[src/rtl/fifo_level.sv]
// fifo_level: single-clock register-file FIFO with occupancy count,
// almost-full/almost-empty thresholds, sticky overflow/underflow flags,
// synchronous flush and a compile-time first-word-fall-through read mode.
module fifo_level #(
  parameter int unsigned WordLength = 8,
  parameter int unsigned AddrBits   = 4,
  parameter int unsigned AfullThr   = 2**AddrBits-2,
  parameter int unsigned AemptyThr  = 2,
  parameter bit          Fwft       = 1'b0
) (
  input  logic                  clk_i,
  input  logic                  rst_ni,
  input  logic                  flush_i,
  input  logic                  wr_i,
  input  logic [WordLength-1:0] w_data_i,
  input  logic                  rd_i,
  output logic [WordLength-1:0] r_data_o,
  output logic                  r_valid_o,
  output logic [AddrBits:0]     count_o,
  output logic                  empty_o,
  output logic                  full_o,
  output logic                  almost_empty_o,
  output logic                  almost_full_o,
  output logic                  overflow_o,
  output logic                  underflow_o
);

  localparam int unsigned Depth = 2**AddrBits;
  localparam int unsigned CntW  = AddrBits + 1;

  typedef logic [AddrBits-1:0]   ptr_t;
  typedef logic [CntW-1:0]       cnt_t;
  typedef logic [WordLength-1:0] word_t;

  localparam cnt_t DepthC  = cnt_t'(Depth);
  localparam cnt_t AfullC  = cnt_t'(AfullThr);
  localparam cnt_t AemptyC = cnt_t'(AemptyThr);

  word_t mem [Depth];
  ptr_t  w_ptr, r_ptr;
  cnt_t  count;
  logic  wr_acc, rd_acc;

  // Status flags come from the count register alone, so they never see
  // a combinational path from the request inputs.
  assign count_o        = count;
  assign empty_o        = (count == '0);
  assign full_o         = (count == DepthC);
  assign almost_empty_o = (count <= AemptyC);
  assign almost_full_o  = (count >= AfullC);

  // Accept decisions use the registered full/empty state, so a read can
  // never make room for a write (or a write supply a read) in one cycle.
  assign wr_acc = wr_i & ~full_o  & ~flush_i;
  assign rd_acc = rd_i & ~empty_o & ~flush_i;

  // Pointer and occupancy state; flush wins over any request.
  always_ff @(posedge clk_i or negedge rst_ni) begin
    if (!rst_ni) begin
      w_ptr <= '0;
      r_ptr <= '0;
      count <= '0;
    end else if (flush_i) begin
      w_ptr <= '0;
      r_ptr <= '0;
      count <= '0;
    end else begin
      if (wr_acc) w_ptr <= w_ptr + ptr_t'(1);
      if (rd_acc) r_ptr <= r_ptr + ptr_t'(1);
      case ({wr_acc, rd_acc})
        2'b10:   count <= count + cnt_t'(1);
        2'b01:   count <= count - cnt_t'(1);
        default: count <= count;
      endcase
    end
  end

  // Storage array, no reset; writes are blocked while reset is held so a
  // reset pulse cannot leave a half-committed word behind.
  always_ff @(posedge clk_i) begin
    if (wr_acc && rst_ni) mem[w_ptr] <= w_data_i;
  end

  // Sticky error flags, cleared only by flush or reset.
  always_ff @(posedge clk_i or negedge rst_ni) begin
    if (!rst_ni) begin
      overflow_o  <= 1'b0;
      underflow_o <= 1'b0;
    end else if (flush_i) begin
      overflow_o  <= 1'b0;
      underflow_o <= 1'b0;
    end else begin
      if (wr_i && full_o)  overflow_o  <= 1'b1;
      if (rd_i && empty_o) underflow_o <= 1'b1;
    end
  end

  generate
    if (Fwft) begin : g_fwft
      // Head word is presented directly; a read acknowledges and pops it.
      assign r_data_o  = mem[r_ptr];
      assign r_valid_o = ~empty_o;
    end else begin : g_std
      word_t r_data_q;
      logic  r_valid_q;

      // Registered read: data lands one cycle after an accepted read and
      // holds afterwards; valid is a single-cycle pulse.
      always_ff @(posedge clk_i or negedge rst_ni) begin
        if (!rst_ni) begin
          r_data_q  <= '0;
          r_valid_q <= 1'b0;
        end else if (flush_i) begin
          r_valid_q <= 1'b0;
        end else begin
          r_valid_q <= rd_acc;
          if (rd_acc) r_data_q <= mem[r_ptr];
        end
      end

      assign r_data_o  = r_data_q;
      assign r_valid_o = r_valid_q;
    end
  endgenerate

endmodule

[config.mk]
export PLATFORM = sky130hd
export DESIGN_NAME = fifo_level
export DESIGN_NICKNAME = d
export VERILOG_FILES = /design/src/rtl/fifo_level.sv
export SDC_FILE = /design/constraint.sdc
export NUM_CORES = 1
export LEC_CHECK = 0
export BUFFER_PORTS_ARGS = -buffer_cell sky130_fd_sc_hd__buf_2
export CAP_MARGIN = 30
export CORE_ASPECT_RATIO = 1.25
export CORE_UTILIZATION = 30
export CTS_CLUSTER_SIZE = 28
export DETAILED_ROUTE_END_ITERATION = 10
export GPL_TIMING_DRIVEN = 0
export HOLD_SLACK_MARGIN = 0.05
export PLACE_DENSITY_LB_ADDON = 0.15
export SYNTH_ARGS = -nofsm -noshare
export SYNTH_HDL_FRONTEND = slang
export SYNTH_SLANG_ARGS = --single-unit
[constraint.sdc]
create_clock -name clk_i -period 2.7 [get_ports clk_i]
set_input_delay 0.135 -clock clk_i [delete_from_list [all_inputs] [get_ports clk_i]]
set_output_delay 0.135 -clock clk_i [all_outputs]
set_load 0.02 [all_outputs]
==> impl_metrics.csv <==
group,metric,value,unit
grt,antenna_found_initial,0,
grt,grt-ovfl-total,0,
die,coreArea,20900,µm²
synth,synth_cells,371,
synth,ys_ff_latch,152,
finish,area.growth.synth_to_final,18.1,%
placement,portBuffers,30,
placement,dpl_cell_area,6940,µm²
synth,synth-compound-area-share,0.0541,
critical_path,worstPathArrival,3010,ps
synth,yosys_warnings,0,
power,p_per_area,845,nW/µm²
routing,drtIter0Drc,133,
power,power,6.41,mW
synth,syn_area,6420,µm²
synth,synthArstFlopShare,0.158,
placement,dp_hpwl,9.65,mm
routing,vias,3467,
finish,fin_area,7580,µm²
synth,synth_ff_type,"edfxtp_1",
timing,worst_slack,32.1,ps
placement,dp_slack,-261,ps
critical_path,start_kind,"register",
die,fp.dieW,133,µm
critical_path,rr_startpoint,"count_o[0]$_DFFE_PN0P_",
routing,wire_per_inst,20.6,µm
synth,synth_top_area_frac,0.598,
critical_path,critPathKind,"register to register",
synth,synth.area.top_cells,"edfxtp_1 60%, mux4_2 11%, dfrtp_1 9.3%",
clock_network,clk_pin_slew_worst_paths,60,ps
finish,drive_gt1_frac,0.310,
grt,track_usage,0.143,
die,dieArea,22000,µm²
critical_path,cp-startpoint,"count_o[0]$_DFFE_PN0P_",
flow_run,max-cap-violations,0,
synth,synth_edf_count,128,
critical_path,crit_fanout,10,
synth,synthesis.nets,391,
clock_network,cts_num_sinks,152,
synth,syn_area_per_cell,17.3,µm²
synth,synthDistinctLibCells,55,
power,ir_drop,457,µV
outcome,outcome,"finished, final reports clean",
timing,fin_setup_tns,0,ps
synth,synth_area_leader_cell,"edfxtp_1",
synth,synth-simple-area-share,0.0633,
power,p_leak,2.58,nW
die,io_pins,33,
timing,hold_viol_final,0,
critical_path,cp-end-kind,"register",
synth,synth_mux_area_frac,0.147,
timing,slew_headroom,0.321,
finish,final_nets,442,
die,die_h,166,µm
clock_network,clockBufferDepth,2,
timing,drv_slew,0,
grt,grt_pass1_vias,3642,
clock_network,cts-htree-levels,4,
hold_path,worstHoldStart,"w_data_i[3]",
clock_network,cts_tree,"done",
placement,place_congestion,0.801,
grt,grt_max_degree,26,
die,rows,59,
grt,grt_first_pass_wirelength,22.6,mm
synth,synth_top_family_by_area,"multiplexers",
clock_network,root_buffer,"clkbuf_16",
routing,ant_nets,0,
clock_network,cts_buffers,17,
timing,finClkSkew,12.6,ps
synth,synth_seq_area_share,0.692,
finish,num_antenna_cells,0,
clock_network,clk_latency,430,ps
routing,firstDrtPassIters,4,
critical_path,required,3040,ps
routing,vias_per_cell,4.89,
synth,synth-adder-area-share,0.0136,
timing,worst_slew_pin_slew,1010,ps
timing,finalCritPeriodShare,0.988,
die,initial_utilization,0.307,
routing,drc,0,
synth,synthXorXnorAreaFrac,0.00818,
timing,max_freq,375,MHz
timing,grt_setup_unrepaired,"yes",
timing,min_period,2670,ps
hold_path,hold_class,"primary input to register",
timing,final-setup-viol-count,0,
routing,drt_wl_total,14.6,mm
-- cell usage after synthesis, types with 4 or more instances --
| cell | n |
|---|---|
| buf_2 | 9 |
| o221ai_1 | 8 |
| nor2_1 | 29 |
| mux2i_1 | 20 |
| dfrtp_1 | 24 |
| mux4_2 | 32 |
| nand2b_1 | 4 |
| clkbuf_1 | 10 |
| nor3_1 | 6 |
| o21ai_0 | 6 |
| inv_1 | 5 |
| ha_1 | 7 |
| edfxtp_1 | 128 |
| a21oi_1 | 9 |
| xor2_1 | 4 |
| nand2_1 | 16 |
-- metal layers --
metal / global-route usage / routed length [µm] / vias up
met2: 0.242 / 7470 / 75
met5: 0 / 0 / -
met1: 0.180 / 6470 / 1799
met4: 0.0480 / 212 / 0
met3: 0.0312 / 484 / 20
li1: - / - / 1573
-- worst paths after layout --
check                                          end  slack [ps]  cells after the start
setup / recovery            count_o[2]$_DFFE_PN0P_          30                      9
hold / removal                mem[12][3]$_DFFE_PP_         100                      1
setup reg to reg            count_o[2]$_DFFE_PN0P_          30                      9
hold reg to reg            underflow_o$_DFFE_PN0P_         510                      2
max in group asynchronous   count_o[0]$_DFFE_PN0P_        1970                      2
min in group asynchronous   count_o[2]$_DFFE_PN0P_         270                      2
-- power breakdown --
part / total, mW / internal [mW] / switching [mW] / leakage, nW
Sequential: 2.78 / 2.66 / 0.121 / 1.47
Clock: 2.38 / 1.38 / 1.00 / 0.285
Combinational: 1.24 / 0.478 / 0.766 / 0.824
Total: 6.41 / 4.52 / 1.89 / 2.58
-- sequential cells by signal, indices dropped and copies added, names as in the netlist --
| signal | flops |
|---|---|
| mem | 128 |
| r_data_o | 8 |
| count_o | 5 |
| r_ptr | 4 |
| w_ptr | 4 |
| overflow_o | 1 |
| r_valid_o | 1 |
| underflow_o | 1 |
-- kinds of logic after synthesis --
family / count (synthesis)
flops: 152
compound gates: 45
simple gates: 78
mux: 54
buf+inv: 29
xor+xnor: 6
fa+ha+maj: 7
-- stage by stage --
stage               hold slack, ps  utilization  instances
CTS                           89.1        0.361        709
global placement               187        0.331        675
global route                  96.8        0.363        709
detailed placement             188        0.332        676
floorplan                     -161            -        371
finish                        97.5        0.363        709
-- cell type report --
cell class | instances | area [µm²]
well taps | 274 | 343
repair buffers | 33 | 173
clock inverters | 15 | 165
plain buffers | 22 | 113
flip-flops and latches | 152 | 4450
inverters | 6 | 25.0
multi-input cells | 190 | 1890
fillers | 1956 | 13300
clock buffers | 17 | 425
-- repair_timing --
item                                    in CTS  in global routing
hold buffers                                 1                  0
buffers inserted                             1                  0
hold endpoints to repair                    24                  0
gates resized for setup                      3                 11
gates cloned                                 0                  0
endpoints found under the setup margin      29                 58
pin swaps                                    1                  0
-- worst max-delay path, cell delays in order (launching register included) --
cell,delay (ps)
dfrtp_2,480
or4_4,590
buf_6,180
a21oi_2,170
xor2_1,170
ha_2,280
nand3b_1,100
mux2_2,290
and3b_1,170
nor3_2,140
-- cells in the final DEF (no fill, tap or decap), types with 3 or more instances in the layout --
master       n
a21oi_1      8
and2_1       3
buf_2       40
clkbuf_1     9
clkbuf_16   17
dfrtp_1     23
edfxtp_1   128
ha_1         6
inv_1        5
inv_6        6
mux2i_1     20
mux4_2      32
nand2_1     16
nand2b_1     4
nand3_1      3
nor2_1      22
nor2_2       7
nor3_2       4
o211ai_1     3
o21ai_0      6
o221ai_1     8
xor2_1       4
No activity file was read; power rests on OpenSTA's default activity.
